### src/rtl/uart_tx_fifo.sv
// rtl/uart_tx_fifo.sv - FIFO-buffered UART transmitter with run-time frame format
// Optional feature: define UART_TX_BREAK_EN to add the break_req input and BREAK state.
module uart_tx_fifo #(
  parameter int MAX_DATA_BITS = 9,
  parameter int FIFO_DEPTH    = 16,
  parameter int OVERSAMPLING  = 16
) (
  input  logic                         clk,
  input  logic                         rst_n,
  input  logic                         tick_16x,
  input  logic [3:0]                   cfg_data_bits,
  input  logic                         cfg_parity_en,
  input  logic [1:0]                   cfg_parity_mode,
  input  logic [1:0]                   cfg_stop,
  input  logic                         cts,
  input  logic                         flush,
`ifdef UART_TX_BREAK_EN
  input  logic                         break_req,
`endif
  input  logic                         wr_valid,
  input  logic [MAX_DATA_BITS-1:0]     wr_data,
  output logic                         wr_ready,
  output logic                         tx_out,
  output logic                         tx_busy,
  output logic                         tx_done,
  output logic [$clog2(FIFO_DEPTH):0]  fifo_count
);

  localparam int AW = $clog2(FIFO_DEPTH);
  localparam int CW = AW + 1;
  localparam int TW = $clog2(2 * OVERSAMPLING) + 1;

  localparam logic [TW-1:0] BIT_TICKS   = TW'(OVERSAMPLING);
  localparam logic [TW-1:0] STOP15_TICKS = TW'(OVERSAMPLING + OVERSAMPLING / 2);
  localparam logic [TW-1:0] STOP2_TICKS  = TW'(2 * OVERSAMPLING);

  localparam logic [3:0] MIN_BITS = 4'd5;
  localparam logic [3:0] MAX_BITS = 4'(MAX_DATA_BITS);

  localparam logic [2:0] S_IDLE   = 3'd0;
  localparam logic [2:0] S_START  = 3'd1;
  localparam logic [2:0] S_DATA   = 3'd2;
  localparam logic [2:0] S_PARITY = 3'd3;
  localparam logic [2:0] S_STOP   = 3'd4;
`ifdef UART_TX_BREAK_EN
  localparam logic [2:0] S_BREAK  = 3'd5;

  // Break lasts at least as long as the longest possible frame.
  localparam int BRK_BITS = MAX_DATA_BITS + 4;
  localparam int BW       = $clog2(BRK_BITS);
  localparam logic [BW-1:0] BRK_LAST = BW'(BRK_BITS - 1);

  logic [BW-1:0] brk_cnt;
  logic          brk_q;
`endif

  logic [MAX_DATA_BITS-1:0] mem [FIFO_DEPTH];
  logic [AW-1:0]            wr_ptr;
  logic [AW-1:0]            rd_ptr;
  logic                     push;
  logic                     pop;
  logic                     fifo_empty;
  logic [MAX_DATA_BITS-1:0] head;

  logic [2:0]               state;
  logic [TW-1:0]            tick_cnt;
  logic [3:0]               bit_idx;
  logic [MAX_DATA_BITS-1:0] data_q;
  logic [3:0]               nbits_q;
  logic                     par_en_q;
  logic                     par_q;
  logic [1:0]               stop_q;

  logic [3:0]               n_eff;
  logic                     head_xor;
  logic                     par_next;
  logic [TW-1:0]            stop_limit;
  logic [TW-1:0]            cur_limit;
  logic                     tick_last;

  assign wr_ready   = (fifo_count != CW'(FIFO_DEPTH));
  assign fifo_empty = (fifo_count == '0);
  assign push       = wr_valid && wr_ready && !flush;
  assign head       = mem[rd_ptr];
  assign tx_busy    = (state != S_IDLE);

`ifdef UART_TX_BREAK_EN
  assign pop = (state == S_IDLE) && !fifo_empty && cts && !break_req;
`else
  assign pop = (state == S_IDLE) && !fifo_empty && cts;
`endif

  // FIFO storage; contents need no reset because occupancy gates every read
  always_ff @(posedge clk) begin
    if (push) mem[wr_ptr] <= wr_data;
  end

  // FIFO pointers and occupancy; flush drops any same-cycle write
  always_ff @(posedge clk or negedge rst_n) begin
    if (!rst_n) begin
      wr_ptr     <= '0;
      rd_ptr     <= '0;
      fifo_count <= '0;
    end else if (flush) begin
      wr_ptr     <= '0;
      rd_ptr     <= '0;
      fifo_count <= '0;
    end else begin
      if (push) wr_ptr <= wr_ptr + AW'(1);
      if (pop)  rd_ptr <= rd_ptr + AW'(1);
      case ({push, pop})
        2'b10:   fifo_count <= fifo_count + CW'(1);
        2'b01:   fifo_count <= fifo_count - CW'(1);
        default: ;
      endcase
    end
  end

  // Clamp the requested data width into the supported range
  always_comb begin
    n_eff = cfg_data_bits;
    if (cfg_data_bits < MIN_BITS)      n_eff = MIN_BITS;
    else if (cfg_data_bits > MAX_BITS) n_eff = MAX_BITS;
  end

  // Parity of the head word over only the bits that will be sent
  always_comb begin
    head_xor = 1'b0;
    for (int i = 0; i < MAX_DATA_BITS; i++) begin
      if (4'(i) < n_eff) head_xor = head_xor ^ head[i];
    end
    case (cfg_parity_mode)
      2'b00:   par_next = head_xor;
      2'b01:   par_next = ~head_xor;
      2'b10:   par_next = 1'b1;
      default: par_next = 1'b0;
    endcase
  end

  // Tick budget of the current bit; only STOP differs from one bit period
  always_comb begin
    case (stop_q)
      2'b00:   stop_limit = BIT_TICKS;
      2'b01:   stop_limit = STOP15_TICKS;
      default: stop_limit = STOP2_TICKS;
    endcase
    cur_limit = (state == S_STOP) ? stop_limit : BIT_TICKS;
    tick_last = tick_16x && (tick_cnt == cur_limit - TW'(1));
  end

  // Frame sequencer; tx_out is registered and moves with state/bit changes
  always_ff @(posedge clk or negedge rst_n) begin
    if (!rst_n) begin
      state    <= S_IDLE;
      tick_cnt <= '0;
      bit_idx  <= '0;
      data_q   <= '0;
      nbits_q  <= MIN_BITS;
      par_en_q <= 1'b0;
      par_q    <= 1'b0;
      stop_q   <= 2'b00;
      tx_out   <= 1'b1;
      tx_done  <= 1'b0;
`ifdef UART_TX_BREAK_EN
      brk_cnt  <= '0;
      brk_q    <= 1'b0;
`endif
    end else begin
      tx_done <= 1'b0;
      if (tick_last)     tick_cnt <= '0;
      else if (tick_16x) tick_cnt <= tick_cnt + TW'(1);

      case (state)
        S_IDLE: begin
          tick_cnt <= '0;
          bit_idx  <= '0;
`ifdef UART_TX_BREAK_EN
          if (break_req) begin
            state   <= S_BREAK;
            tx_out  <= 1'b0;
            brk_cnt <= '0;
            brk_q   <= 1'b1;
            stop_q  <= 2'b00;
          end else
`endif
          if (pop) begin
            state    <= S_START;
            tx_out   <= 1'b0;
            data_q   <= head;
            nbits_q  <= n_eff;
            par_en_q <= cfg_parity_en;
            par_q    <= par_next;
            stop_q   <= cfg_stop;
`ifdef UART_TX_BREAK_EN
            brk_q    <= 1'b0;
`endif
          end
        end
        S_START: begin
          if (tick_last) begin
            state   <= S_DATA;
            bit_idx <= '0;
            tx_out  <= data_q[0];
            data_q  <= data_q >> 1;
          end
        end
        S_DATA: begin
          if (tick_last) begin
            if (bit_idx == nbits_q - 4'd1) begin
              if (par_en_q) begin
                state  <= S_PARITY;
                tx_out <= par_q;
              end else begin
                state  <= S_STOP;
                tx_out <= 1'b1;
              end
            end else begin
              bit_idx <= bit_idx + 4'd1;
              tx_out  <= data_q[0];
              data_q  <= data_q >> 1;
            end
          end
        end
        S_PARITY: begin
          if (tick_last) begin
            state  <= S_STOP;
            tx_out <= 1'b1;
          end
        end
        S_STOP: begin
          if (tick_last) begin
            state   <= S_IDLE;
`ifdef UART_TX_BREAK_EN
            tx_done <= !brk_q;
`else
            tx_done <= 1'b1;
`endif
          end
        end
`ifdef UART_TX_BREAK_EN
        S_BREAK: begin
          if (tick_last) begin
            if (brk_cnt != BRK_LAST) begin
              brk_cnt <= brk_cnt + BW'(1);
            end else if (!break_req) begin
              state  <= S_STOP;
              tx_out <= 1'b1;
            end
          end
        end
`endif
        default: begin
          state  <= S_IDLE;
          tx_out <= 1'b1;
        end
      endcase
    end
  end

endmodule

### config.mk
export PLATFORM = sky130hd
export DESIGN_NAME = uart_tx_fifo
export DESIGN_NICKNAME = d
export VERILOG_FILES = /design/src/rtl/uart_tx_fifo.sv
export SDC_FILE = /design/constraint.sdc
export NUM_CORES = 1
export LEC_CHECK = 0
export CORE_MARGIN = 5
export CORE_UTILIZATION = 50
export CTS_CLUSTER_DIAMETER = 60
export DETAILED_ROUTE_END_ITERATION = 10
export PLACE_DENSITY = 0.64
export SLEW_MARGIN = 0
export SYNTH_ARGS = -nofsm -noshare
export SYNTH_HDL_FRONTEND = slang
export SYNTH_SLANG_ARGS = --single-unit
### constraint.sdc
create_clock -name clk -period 9.5 [get_ports clk]
set_input_delay 0.95 -clock clk [delete_from_list [all_inputs] [get_ports clk]]
set_output_delay 0.95 -clock clk [all_outputs]
set_load 0.03 [all_outputs]
Word level (Yosys, flattened, before mapping)
Memory sizes are Yosys's and may differ from the RTL's.
Cells that the tools add are included.
{ "op_classes": {"reduce_logical": 22, "mux": 51, "order_cmp": 11, "addsub": 8, "n_bitwise": 10, "n_eq_ne": 19} }
{ "ops": {"columns": ["op", "n"], "rows": [
  ["4-bit 2-to-1 mux", 9],
  ["9-bit 2-to-1 mux", 4],
  ["9-bit case mux with 3 select lines", 1],
  ["6-bit 2-to-1 mux", 4],
  ["3-bit 2-to-1 mux", 7],
  ["1-bit 2-to-1 mux", 19],
  ["3-bit by 4-bit less-than comparator with 1-bit output, first input constant", 4],
  ["3-bit case mux with 5 select lines", 1],
  ["2-bit != test, second input constant", 7],
  ["4-bit by 1-bit adder with 4-bit output, second input constant", 3],
  ["4-bit case mux with 3 select lines", 1],
  ["6-bit case mux with 2 select lines", 1],
  ["3-bit nonzero test", 4],
  ["5-bit case mux with 2 select lines", 1],
  ["5-bit AND reduction", 2],
  ["1-bit by 4-bit less-than comparator with 1-bit output, first input constant", 2],
  ["2-bit by 4-bit less-than comparator with 1-bit output, first input constant", 2],
  ["1-bit bitwise XOR", 8],
  ["6-bit by 1-bit adder with 6-bit output, second input constant", 1],
  ["2-bit by 1-bit == test with 1-bit output, second input constant", 3],
  ["3-bit by 2-bit == test with 1-bit output, second input constant", 2],
  ["6-bit == test", 1],
  ["6-bit AND reduction", 1],
  ["6-bit by 1-bit subtractor with 6-bit output, second input constant", 1],
  ["23 further kinds", 32]
]} }
{ "totals": {"wordCells": 135, "input_bits": 24, "output_inout_bits": 9, "memories": 1, "ram_bits": 144, "register_bits": 45} }
{ "memory_table": {"columns": ["memory", "words", "width", "rd", "rd_clocked_by_memory_dff", "wr", "line", "text"], "rows": [
  ["mem", 16, 9, 1, 0, 1, "57", "logic [MAX_DATA_BITS-1:0] mem [FIFO_DEPTH];"]
]} }

Depth between registers and ports, before layout
Gate-level depths: netlist (run 1).
{ "depth": {"word_depth": 23, "depth_mapped": 12, "ltp_nobuf": 11} }

Worst setup path before layout (run 1)
Ideal clock, no wire load.
{ "synth_path": {"kind": "register to register", "start": "register state[0]", "end": "register fifo_count[4]", "stages_incl_launch_ff": 13, "setup_slack_ps": 6027, "arrival_ps": 3341, "setup_time_ps": 132, "path_buffers": 2, "period_less_slack_ps": 3473, "t_required_ps": 9368, "cell_sequence": "dfrtp_1 > clkbuf_1 > nor3_1 > inv_1 > or2_2 > buf_4 > nor2_1 > ha_1 > a21o_1 > a21oi_1 > mux2i_1 > xnor2_1 > nor2_1"} }
{ "synth_between": {"elab_chain_cells": 6, "elab_cells_between_ends": 8, "classes_between": "eq/ne: 2; mux: 2; reduce/logical: 4"} }
{ "synth_lines": {"columns": ["item", "line", "text"], "rows": [
  ["start, declared", "65", "logic [2:0] state;"],
  ["start signal, assigned", "154", "state <= S_IDLE;"],
  ["start signal, assigned", "187", "state <= S_START;"],
  ["start signal, assigned", "201", "state <= S_DATA;"],
  ["3-bit zero test *", "90", "assign pop = (state == S_IDLE) && !fifo_empty && cts;"],
  ["1-bit logical AND * (2 in series)", "90", null],
  ["2-bit by 1-bit == test with 1-bit output / 2-bit == test (equally long branches)", "111", "case ({push, pop})"],
  ["5-bit case mux with 2 select lines", "111", null],
  ["5-bit 2-to-1 mux", "104", "end else if (flush) begin"],
  ["end signal, assigned", "112", "2'b10: fifo_count <= fifo_count + CW'(1);"],
  ["end signal, assigned", "113", "2'b01: fifo_count <= fifo_count - CW'(1);"],
  ["end, declared", "26", "output logic [$clog2(FIFO_DEPTH):0] fifo_count"]
]} }
Every way passes the cells marked *; elsewhere a longest branch is shown, timed or not.
A chain may end at the register's enable or synchronous reset.

Worst setup path after layout (run 1)
{ "layout_path": {"start": "register state[2]", "end": "register data_q[4]"} }
{ "layout_between": {"elab_chain_cells": 7, "elab_cells_between_ends": 17, "classes_between": "add/sub: 1; eq/ne: 8; mux: 2; reduce/logical: 6"} }
{ "layout_lines": {"columns": ["item", "line", "text"], "rows": [
  ["3-bit == test", "147", "cur_limit = (state == S_STOP) ? stop_limit : BIT_TICKS;"],
  ["6-bit 2-to-1 mux", "147", null],
  ["6-bit by 1-bit subtractor with 6-bit output", "148", "tick_last = tick_16x && (tick_cnt == cur_limit - TW'(1));"],
  ["6-bit == test", "148", null],
  ["1-bit logical AND", "148", null],
  ["2-bit != test (no line)", null, null],
  ["5-bit AND reduction (no line)", null, null],
  ["end signal, assigned", "204", "data_q <= data_q >> 1;"],
  ["end signal, assigned", "220", "data_q <= data_q >> 1;"],
  ["end, declared", "68", "logic [MAX_DATA_BITS-1:0] data_q;"]
]} }
Several ways; a longest one is shown, not always the timed one.

==> results_dict.tcl, run 1 <==
set metrics [dict create \
    synth_top_family_by_area "multiplexers" \
    hold_path_depth 1 \
    yosys.area.top_type "edfxtp_1" \
    synthesis.nets 566 \
    avgSynthCellArea_sq_um 15.84 \
    leakage_nw 3.352 \
    max_cap_viol_count 0 \
    yosysTopAreaCellShare 0.5159 \
    synth_area_sq_mm 0.008382 \
    cts_tree "yes" \
    cts_setup_buffers 0 \
    yosys.area_share.xor_xnor 0.02851 \
    slew_violations 0 \
    numCtsBuffers 17 \
    synthAdderAreaFrac 0.02030 \
    wl_per_cell_microns 20.71 \
    syn2layout_area_growth_pct 13.87 \
    ir_worst_vdd_mv 0.1457 \
    die_h_microns 139.5 \
    core_sq_mm 0.01652 \
    pwr_density_cell_mw_per_mm2 245.3 \
    cp-start-kind "register" \
    finalCritPeriodShare 0.4493 \
    status "completed" \
    clock_latency_ns 0.43 \
    grt_antenna_before_repair 0 \
    root_buffer "clkbuf_16" \
    dp_hpwl_mm 11.02 \
    critical_path_arrival_ns 4.57 \
    cts_resized 0 \
    relSlewSlack 0.2236 \
    skew_ns 0.01611 \
    postSynth.asyncResetShare 0.2381 \
    htreeDepth 4 \
    vias_per_cell 5.763 \
    cts_hold_buffers 0 \
    pin_count 33 \
    grtUsageMet1 0.2429 \
    fmax_mhz 234.3 \
    dr_total_vias 4622 \
    hp-class "register to register" \
    required_ns 9.81 \
    ys_types 63 \
    crit_path_top_delay_cell "nor3_1" \
    fillers 1240 \
    rsz0062_at_grt "no" \
    worst_pin_slew_ns 1.156 \
    finalSetupViolations 0 \
    worstPathCellList "or3b_1 -> or3b_1 -> ha_1 -> xor2_1 -> nand4_1 -> nor3_1 -> nand2b_1 -> a21o_1 -> a21oi_4 -> mux2_2" \
    rows 47 \
    drt-initial-drc-count 300 \
    cp-end-kind "register" \
    synth_edf_count 144 \
    ys.flop_type "edfxtp_1" \
    initial_core_util 0.5072 \
    clk_pin_slew_ns 0.07 \
    routed_wl_mm 16.61 \
    clk_path_buf_depth 2 \
    yosys.area_share.simple 0.07912 \
    gp_congestion 0.7816 \
    die_area_sq_mm 0.01945 \
    nNetsFinal 606 \
    synth_compound_area_frac 0.05732 \
    ant_nets 0 \
    r2r_cells 10 \
    track_usage 0.1790 \
    dr.pass1.iters 5 \
    yosys_warnings 0 \
    hold_viol 0 \
    crit_type "register to register" \
    antennaDiodeCount 0 \
    grtUsageMet3 0.03774 \
    tns_ns 0 \
    worst_slack_ns 5.232 \
    die_w_microns 139.5 \
    grtUsageMet2 0.2926 \
    crit_path_max_incr_delay_ns 0.91 \
    worst_path_most_repeated_cell "or3b_1" \
    drive_above_1_share 0.1426 \
    yosys-mux-area-fraction 0.1414 \
    seq_area_frac_synth 0.6507 \
    most-common-layout-cells "144 x edfxtp_1, 43 x nor2_1, 40 x dfrtp_1, 38 x nand2_1, 31 x clkdlybuf4s50_1" \
    netlist_top_cells_area "edfxtp_1 52%, dfrtp_1 13%, mux4_1 7.2%" \
    dpl_worst_slack_ns 5.322 \
    grt_max_degree 46 \
    cts_sinks 189 \
    drt_drc_violations_left 0 \
    grt_first_pass_wirelength_mm 26.56 \
    final_common_cell "edfxtp_1" \
    busiest_layer "met2" \
    grt_pass1_vias 4641 \
    synth_seq_cells 189 \
    syn_inst 529 \
    multi_input_area_sq_mm 0.002783 \
    period_needed_ns 4.268 \
    crit_fanout 13 \
    overflow 0 \
    regArea_sq_mm 0.005456 \
    portBuffers 32 \
]
==> cell type report <==
class | count | share of cell area
clock buffers | 22 | 0.04864
clock inverters | 10 | 0.01363
inverters | 8 | 0.003146
multi-input cells | 309 | 0.2916
flip-flops and latches | 189 | 0.5717
well taps | 220 | 0.02884
repair buffers | 44 | 0.04248
==> where the power goes <==
part	total [mW]	switching [mW]	internal [mW]	leakage, nW
clock network	0.716	0.309	0.408	0.289
registers	1.05	0.0845	0.965	1.87
logic	0.575	0.283	0.292	1.19
==> Yosys cell counts (all sizes together) (4+ instances only) <==
master  number
a21oi       16
nor4         8
edfxtp     144
nand2       38
and2         4
and3         5
xnor2       16
xor2         6
nor3b        6
mux4        34
ha          12
o21ai       18
nor3         8
a221oi       4
dfrtp       42
nand2b       6
nor2        43
mux2i       13
inv          8
mux2        18
buf         10
clkbuf      13
a22oi       10
==> cells by family (layout without fill, tap and decap cells) <==
kind of cell,count (synthesis),after routing
DFF,189,189
and+or+nand+nor,136,136
AOI/OAI and AO/OA,71,71
muxes,65,65
buffers and inverters,31,84
xor gates and xnor gates,24,24
adders and majority gates,13,13
==> critical path, delay by kind of cell (launching register included) <==
family,cells,cell delay [ns]
and+or+nand+nor,5,2.08
DFF,1,0.56
adders and majority gates,1,0.32
xor gates and xnor gates,1,0.18
muxes,1,0.38
AOI/OAI and AO/OA,2,0.62
==> sequential cells by signal, indices dropped and copies added (netlist names) <==
signal,cells
bit_idx,4
data_q,9
fifo_count,5
mem,144
nbits_q,4
par_en_q,1
par_q,1
rd_ptr,4
state,3
stop_q,2
tick_cnt,6
tx_done,1
tx_out,1
wr_ptr,4
==> worst paths after layout <==
path	startpoint	endpoint	slack, ns
max	state[2]	data_q[4]	5.23
min	data_q[2]	data_q[2]	0.49
max reg2reg	state[2]	data_q[4]	5.23
min reg2reg	data_q[2]	data_q[2]	0.49
max in group asynchronous	rst_n	rd_ptr[1]	8.11
min in group asynchronous	rst_n	wr_ptr[3]	0.70
==> per-stage QoR <==
stage	hold slack, ns	util	std cells	power, mW	instance area, sq um
floorplan	0.4488	-	529	1.508	8382
global placement	0.4616	0.5416	770	1.622	8950
detailed placement	0.4730	0.5416	770	1.644	8950
CTS	0.4913	0.5776	802	2.363	9544
global route	0.5195	0.5776	802	2.461	9544
finish	0.4867	0.5776	802	2.341	9544
==> routing by layer <==
layer  vias up  wire length, microns
met3        17                   737
met5         -                     0
met4         0                   276
met1      2343                  7262
li1       2146                     -
met2       116                  8337
Note: power is estimated with default switching activity, not from simulation.
==> run 2: changes to the inputs <==
clock period = 4.25 ns   (was 9.5 ns; I/O delays follow)
==> run 2 against run 1 <==
Compared with the run above: combinational power is 130% higher; routed wire length rose by 3.5%; clock skew is 0.0056 ns lower; global-route usage rose by 0.40 points; worst setup slack got worse by 4.5 ns; core utilization grew 0.14 points; die area stayed put; clock power is 100% higher; fmax up 20%; worst hold slack got worse by 0.39 ns; critical endpoint is now data_q[5].
==> results_dict.tcl, run 2 (synthesized netlist as in run 1, its figures left out) <==
set metrics [dict create \
    grt_antenna_before_repair 0 \
    pin_count 33 \
    pwr_density_cell_mw_per_mm2 536.0 \
    largest_reg_flops 144 \
    portBuffers 32 \
    root_buffer "clkbuf_16" \
    grt_max_degree 46 \
    period_needed_ns 3.552 \
    hp-class "input port to async pin" \
    relSlewSlack 0.3370 \
    crit_fanout 14 \
    nNetsFinal 615 \
    cp-end-kind "register" \
    antennaDiodeCount 0 \
    overflow 0 \
    routed_wl_mm 17.19 \
    tns_ns 0 \
    die_h_microns 139.5 \
    r2r_start "state[1]" \
    cts_tree "yes" \
    rrSetupSlack_ns 0.70 \
    cts_setup_buffers 0 \
    crit_type "register to register" \
    vias_per_cell 5.737 \
    finalCritPeriodShare 0.8358 \
    swShare 0.2992 \
    max_cap_viol_count 0 \
    top_register "mem" \
    crit_path_top_delay_cell "dfrtp_1" \
    cts_resized 0 \
    combPwrFrac 0.261 \
    r2r_cells 10 \
    required_ns 4.56 \
    syn2layout_area_growth_pct 14.14 \
    gp_congestion 0.8807 \
    track_usage 0.1830 \
    switchingPower_mw 1.534 \
    drive_above_1_share 0.1545 \
    critical_path_arrival_ns 3.86 \
    worst_pin_slew_ns 0.9945 \
    drt_drc_violations_left 0 \
    core_sq_mm 0.01652 \
    worst_path_most_repeated_cell "or3b_1" \
    wl_per_cell_microns 21.25 \
    slew_violations 0 \
    internal_power_mw 3.594 \
    final_common_cell "edfxtp_1" \
    cp-start-kind "register" \
    worstPathCellList "or3b_1 -> or3b_1 -> ha_1 -> xor2_1 -> nand4_1 -> o41ai_1 -> nand2_1 -> a21o_1 -> a21oi_4 -> mux2_2" \
    die_area_sq_mm 0.01945 \
    finalSetupViolations 0 \
    clock_power_share 0.285 \
    reg_top3 "mem: 144 flops, data_q: 9 flops, tick_cnt: 6 flops" \
    initial_core_util 0.5072 \
    ant_nets 0 \
    clk_path_buf_depth 2 \
    clk_pin_slew_ns 0.07 \
    pwr-share-seq 0.455 \
    fin_util 0.5789 \
    skew_ns 0.01054 \
    grt_pass1_vias 4732 \
    fmax_mhz 281.5 \
    drt-initial-drc-count 319 \
    dr.pass1.iters 4 \
    cts_sinks 189 \
    htreeDepth 4 \
    crit_path_max_incr_delay_ns 0.52 \
    rsz0062_at_grt "no" \
    dp_hpwl_mm 11.31 \
    most-common-layout-cells "144 x edfxtp_1, 43 x nor2_1, 41 x dfrtp_1, 38 x nand2_1, 31 x clkdlybuf4s50_1" \
    r2r_end "data_q[5]" \
    numCtsBuffers 17 \
    ir_worst_vdd_mv 0.3387 \
    hold_viol 0 \
    status "completed" \
    cts_hold_buffers 0 \
    clock_latency_ns 0.43 \
    dr_total_vias 4641 \
    grt_first_pass_wirelength_mm 26.74 \
    rows 47 \
    leakage_nw 3.378 \
    die_w_microns 139.5 \
]
## run 2: cell types whose count changed in the layout (fill, tap and decap cells not counted), sizes merged
cell and delta:
buf +9, bufinv -2, clkbuf -4, clkinv +2
inv +2
## run 2: area by class of cell
type	count	area [sq um]
Fill cell	1278	6958
Sequential cell	189	5455
Multi-Input combinational cell	309	2783
Timing Repair Buffer	53	485.5
Clock buffer	18	429.2
Tap cell	220	275.3
Clock inverter	12	108.9
Inverter	8	30.03
## run 2: worst max path at each step
stage,from,endpoint,cells after the start
2_1_floorplan,state[0],fifo_count[4],12
3_3_place_gp,state[1],data_q[6],10
3_5_place_dp,state[1],data_q[4],10
4_1_cts,state[1],data_q[5],10
5_1_grt,state[2],data_q[5],10
6_report,state[1],data_q[5],10
## run 2: power by group through the flow
stage / Combinational [mW] / Sequential (mW) / Clock [mW]
after floorplan: 1.05 / 2.32 / 0
after global placement: 1.30 / 2.36 / 0
after detailed placement: 1.34 / 2.37 / 0
after CTS: 1.35 / 2.33 / 1.49
after global routing: 1.46 / 2.36 / 1.58
final: 1.34 / 2.33 / 1.46
## run 2: per-layer routing
metal | up-vias | track usage | share of wire
met5 | - | 0 | 0
met4 | 0 | 0.05252 | 0.016
met3 | 20 | 0.04048 | 0.041
met2 | 111 | 0.3125 | 0.52
met1 | 2338 | 0.2374 | 0.42
li1 | 2172 | - | -
## run 2: per-stage QoR
stage / area, sq um / setup WS, ns / hold WS [ns] / instances / total power [mW]
global placement: 9029 / 0.7926 / 0.4644 / 779 / 3.664
global route: 9567 / 0.4631 / 0.1345 / 809 / 5.400
floorplan: 8382 / 0.7767 / 0.1294 / 529 / 3.372
finish: 9567 / 0.6980 / 0.09486 / 809 / 5.128
CTS: 9567 / 0.7084 / 0.1038 / 809 / 5.168
detailed placement: 9029 / 0.7201 / 0.4789 / 779 / 3.713
## run 2: critical path, delay by kind of cell, from the launching register on
family / cells / cell delay, ns
AOI/OAI and AO/OA: 3 / 0.94
adders and majority gates: 1 / 0.31
xor gates and xnor gates: 1 / 0.14
and+or+nand+nor: 4 / 1.15
DFF: 1 / 0.52
muxes: 1 / 0.38
==> variant 1: new RTL, flow settings as in run 1 <==
Put one more register stage on the output `fifo_count`, cleared by the reset. The value now appears one clock later. The other outputs are not delayed to match.
--- a/src/rtl/uart_tx_fifo.sv
+++ b/src/rtl/uart_tx_fifo.sv
@@ -44,2 +44,4 @@
   localparam logic [2:0] S_STOP   = 3'd4;
+
+  logic [$clog2(FIFO_DEPTH):0] fifo_count_s0;
 `ifdef UART_TX_BREAK_EN
@@ -80,4 +82,4 @@
 
-  assign wr_ready   = (fifo_count != CW'(FIFO_DEPTH));
-  assign fifo_empty = (fifo_count == '0);
+  assign wr_ready   = (fifo_count_s0 != CW'(FIFO_DEPTH));
+  assign fifo_empty = (fifo_count_s0 == '0);
   assign push       = wr_valid && wr_ready && !flush;
@@ -102,3 +104,3 @@
       rd_ptr     <= '0;
-      fifo_count <= '0;
+      fifo_count_s0 <= '0;
     end else if (flush) begin
@@ -106,3 +108,3 @@
       rd_ptr     <= '0;
-      fifo_count <= '0;
+      fifo_count_s0 <= '0;
     end else begin
@@ -111,4 +113,4 @@
       case ({push, pop})
-        2'b10:   fifo_count <= fifo_count + CW'(1);
-        2'b01:   fifo_count <= fifo_count - CW'(1);
+        2'b10:   fifo_count_s0 <= fifo_count_s0 + CW'(1);
+        2'b01:   fifo_count_s0 <= fifo_count_s0 - CW'(1);
         default: ;
@@ -259,2 +261,10 @@
 
+  always_ff @(posedge clk or negedge rst_n) begin
+    if (!rst_n) begin
+      fifo_count <= '0;
+    end else begin
+      fifo_count <= fifo_count_s0;
+    end
+  end
+
 endmodule
Check against the original RTL: not equivalent (Yosys sat finds a counterexample within 4 cycles, from zero or initial values and one cycle with rst_n low).
==> variant 1 against run 1 <==
- clock power up 1%
- wire length hardly changed
- area after synthesis hardly changed
- power shrank 0.97%
- core utilization is 0.098 points lower
- setup slack gained 0.57 ns
- sequential cell count up 5
- final area down 0.17%
- critical path type unchanged
- critical endpoint is now data_q[6]$_DFFE_PN0P_
- largest power group unchanged
==> variant 1: results <==
metrics = {
    "global_routing": {
        "grt_use_total_pct": 18.06,
        "grt_max_degree": 51,
        "grt_pass1_wl_mm": 26.92,
    },
    "placed_design": {
        "dp_slack_ns": 5.769,
        "post_dp_cell_area_mm2": 0.008917,
        "gp_congestion": 0.8798,
        "dp_hpwl_mm": 10.95,
    },
    "sta": {
        "finClkSkew_ns": 0.008588,
    },
    "logic_synthesis": {
        "synth_area_leaders": "edfxtp_1, dfrtp_1, mux4_2",
        "synth_commonest_cells": "edfxtp_1, nand2_1, dfrtp_1",
        "netlist_instances": 557,
    },
    "setup_path": {
        "rr_worst_depth": 9,
        "critPathMaxFanout": 18,
    },
    "detailed_routing": {
        "first_pass_iters": 6,
    },
    "pwr": {
        "leakagePower_nw": 3.370,
    },
    "finish": {
        "seq_share_pct": 58.57,
        "clock_area_share_pct": 6.408,
        "multiInputGateArea_mm2": 0.002641,
        "num-fill-cells": 1291,
        "stdcell_count": 822,
        "num-multi-input-gates": 325,
        "area_delta_synth_final_pct": 13.62,
    },
    "cts": {
        "clock-sinks": 194,
    },
    "status": {
        "run_status": "completed",
    },
    "min_path": {
        "hold_depth": 0,
    },
}
==> variant 1: cell count changes after synthesis, moves of 6 or more <==
cell / change
buf_2: +7
mux2_2: -13
mux4_1: -23
mux4_2: +23
nand2_1: +18
xor2_1: +6
==> variant 1: worst paths after layout <==
path,start,to,slack (ns)
min in group asynchronous,rst_n,tick_cnt[2]$_DFFE_PN0P_,0.64
hold / removal,fifo_count_s0[4]$_DFFE_PN0P_,fifo_count[4]$_DFF_PN0_,0.46
setup / recovery,state[0]$_DFFE_PN0P_,data_q[6]$_DFFE_PN0P_,5.80
setup reg to reg,state[0]$_DFFE_PN0P_,data_q[6]$_DFFE_PN0P_,5.80
max in group asynchronous,rst_n,rd_ptr[0]$_DFFE_PN0P_,8.40
hold reg to reg,fifo_count_s0[4]$_DFFE_PN0P_,fifo_count[4]$_DFF_PN0_,0.46
==> variant 1: power by group <==
group / leakage [nW] / switching (W) / internal (W)
Sequential: 1.95 / 0.0000681 / 0.000986
Combinational: 1.13 / 0.000291 / 0.000249
Clock: 0.293 / 0.000344 / 0.000380
Total: 3.37 / 0.000703 / 0.00162
==> variant 1: kinds of logic (layout without fill, tap and decap cells) <==
logic type / after synthesis / after routing / share of synthesized area [%]
AO/OA/AOI/OAI: 76 / 76 / 5.984
XOR/XNOR: 26 / 26 / 3.044
adder cells (fa/ha/maj): 13 / 13 / 2.029
buffers and inverters: 38 / 83 / 2.193
flip-flops: 194 / 194 / 66.53
multiplexers: 54 / 54 / 11.58
AND/OR/NAND/NOR: 156 / 156 / 8.639
==> variant 1: metal layers <==
layer | up-vias | GRT usage, % | routed length (µm)
met4 | 0 | 4.377 | 196
met1 | 2392 | 23.69 | 6865
met3 | 21 | 4.631 | 949
met2 | 102 | 30.48 | 8612
li1 | 2183 | - | -
met5 | - | 0 | 0
==> variant 2: new RTL, settings of run 1 <==
Made on the original files. The parameter `FIFO_DEPTH` goes from 16 to 32.
--- a/src/rtl/uart_tx_fifo.sv
+++ b/src/rtl/uart_tx_fifo.sv
@@ -4,3 +4,3 @@
   parameter int MAX_DATA_BITS = 9,
-  parameter int FIFO_DEPTH    = 16,
+  parameter int FIFO_DEPTH    = 32,
   parameter int OVERSAMPLING  = 16
Ports: changed (resized fifo_count); port bits go from 33 to 34. The function was not compared with the original's and may differ.
==> variant 2 against run 1 <==
- hold slack better by 0.026 ns
- cell count is 54% higher
- area after synthesis is 69% higher
- power is 61% higher
- sequential cell count is 147 higher
- sequential share of layout area is 5.0 points higher
- wire length is 79% higher
- largest cell class unchanged
- setup slack better by 0.032 ns
- clock power is 93% higher
- final area is 66% higher
==> variant 2: results <==
metrics = {
    "setup_path": {
        "critPathMaxFanout": 42,
        "max_stage_delay_ns": 0.91,
        "crit_arrival_ns": 4.67,
        "crit_path_top_delay_cell": "dfrtp_4",
        "worstReg2RegStart": "rd_ptr[1]$_DFFE_PN0P_",
        "r2r_end": "par_q$_DFFE_PN0P_",
        "r2r_setup_slack_ns": 5.26,
    },
    "global_routing": {
        "antenna_found_initial": 1,
        "grt_pass1_vias": 7627,
        "grt_max_degree": 62,
        "grt_pass1_wl_mm": 45.37,
        "overflow": 0,
        "grt_use_total_pct": 19.21,
    },
    "sta": {
        "finClkSkew_ns": 0.03131,
        "max_slew_margin_pct": 12.86,
    },
    "logic_synthesis": {
        "yosys.cell_count.top_type": "edfxtp_1",
        "synthArstFlopShare_pct": 14.29,
        "synthDistinctLibCells": 67,
        "synth_commonest_cells": "edfxtp_1, nor2_1, mux4_2",
        "ys_seq_area_share_pct": 69.75,
        "synth_nets": 833,
        "synth_edf_count": 288,
        "synth_area_leaders": "edfxtp_1, mux4_2, dfrtp_1",
        "ys_warn_count": 0,
    },
    "finish": {
        "post_route_cells_drive_above_1_share_pct": 17.37,
        "antenna_cells": 0,
        "num-fill-cells": 2113,
        "final_nets": 871,
        "top_regs": "mem: 288 flops, data_q: 9 flops",
    },
    "cts": {
        "cts_resized": 0,
        "clk_pin_slew_ns": 0.06,
        "cts_buffers": 36,
        "htree_levels": 2,
        "clockBufferDepth": 3,
        "worstSkewPairLatency_ns": 0.53,
    },
    "detailed_routing": {
        "drt_iter0_drc": 616,
        "viasPerCell": 5.943,
        "first_pass_iters": 5,
        "wire_per_inst_um": 24.04,
    },
    "placed_design": {
        "gp_congestion": 0.8221,
        "dp_hpwl_mm": 18.43,
        "port_buffers": 33,
    },
    "pwr": {
        "leakagePower_nw": 5.199,
        "vdd_drop_max_uv": 143.0,
        "p_switching_w": 0.0009510,
    },
    "status": {
        "run_status": "completed",
    },
    "min_path": {
        "min_from": "data_q[6]$_DFFE_PN0P_",
        "min_to": "data_q[6]$_DFFE_PN0P_",
    },
}
-- variant 2: worst max-delay path, delay by kind of cell, from the launching register on --
family	cells	cell delay [ns]
muxes	2	1.04
AOI/OAI and AO/OA	1	0.10
and+or+nand+nor	2	0.44
DFF	1	0.91
xor gates and xnor gates	3	0.96
buffers and inverters	2	0.68
-- variant 2: area by class of cell --
class	instances	share of cell area, %
Sequential cell	336	62.17
Multi-Input combinational cell	410	24.92
Clock buffer	49	6.256
Tap cell	378	2.982
Timing Repair Buffer	38	2.288
Clock inverter	14	1.120
Inverter	11	0.2604
-- variant 2: kinds of logic (layout without fill, tap and decap cells) --
kind of cell / after synthesis / count (layout) / share of synthesized area [%]
flops: 336 / 336 / 69.75
simple gates: 184 / 184 / 6.315
mux: 105 / 105 / 14.92
compound gates: 80 / 80 / 3.534
buf+inv: 49 / 112 / 2.267
xor+xnor: 27 / 27 / 1.922
fa+ha+maj: 14 / 14 / 1.293
-- variant 2: power by group through the flow --
stage / logic [W] / registers [W] / clock network [W]
5_1_grt: 0.000705 / 0.00176 / 0.00146
4_1_cts: 0.000647 / 0.00175 / 0.00141
6_report: 0.000644 / 0.00175 / 0.00138
3_3_place_gp: 0.000624 / 0.00177 / 0
3_5_place_dp: 0.000643 / 0.00178 / 0
2_1_floorplan: 0.000480 / 0.00177 / 0
-- variant 2: metal layers --
layer / track usage, % / part of all wire, % / vias up
li1: - / - / 3234
met1: 27.38 / 43 / 3828
met2: 31.14 / 49 / 227
met3: 3.052 / 5.6 / 54
met4: 5.479 / 2.5 / 2
met5: 0 / 0.037 / -
-- variant 2: worst max-delay path by stage --
| stage | startpoint | to | depth (start not counted) |
|---|---|---|---|
| final | rd_ptr[1]$_DFFE_PN0P_ | par_q$_DFFE_PN0P_ | 10 |
| after global routing | rd_ptr[1]$_DFFE_PN0P_ | par_q$_DFFE_PN0P_ | 10 |
| after CTS | rd_ptr[1]$_DFFE_PN0P_ | par_q$_DFFE_PN0P_ | 10 |
| after detailed placement | rd_ptr[1]$_DFFE_PN0P_ | par_q$_DFFE_PN0P_ | 10 |
| after global placement | rd_ptr[1]$_DFFE_PN0P_ | par_q$_DFFE_PN0P_ | 10 |
| after floorplan | state[1]$_DFFE_PN0P_ | fifo_count[5]$_DFFE_PN0P_ | 12 |
-- variant 2: per-stage QoR --
stage	instances	utilization (%)	setup slack, ns	instance area [µm²]	hold slack, ns
finish	1236	56.93	5.263	15860	0.5125
global route	1236	56.93	5.003	15860	0.5310
CTS	1236	56.93	5.192	15860	0.5132
detailed placement	1173	52.73	5.286	14690	0.4966
global placement	1173	52.73	5.309	14690	0.4877
floorplan	795	-	6.331	14130	0.4652
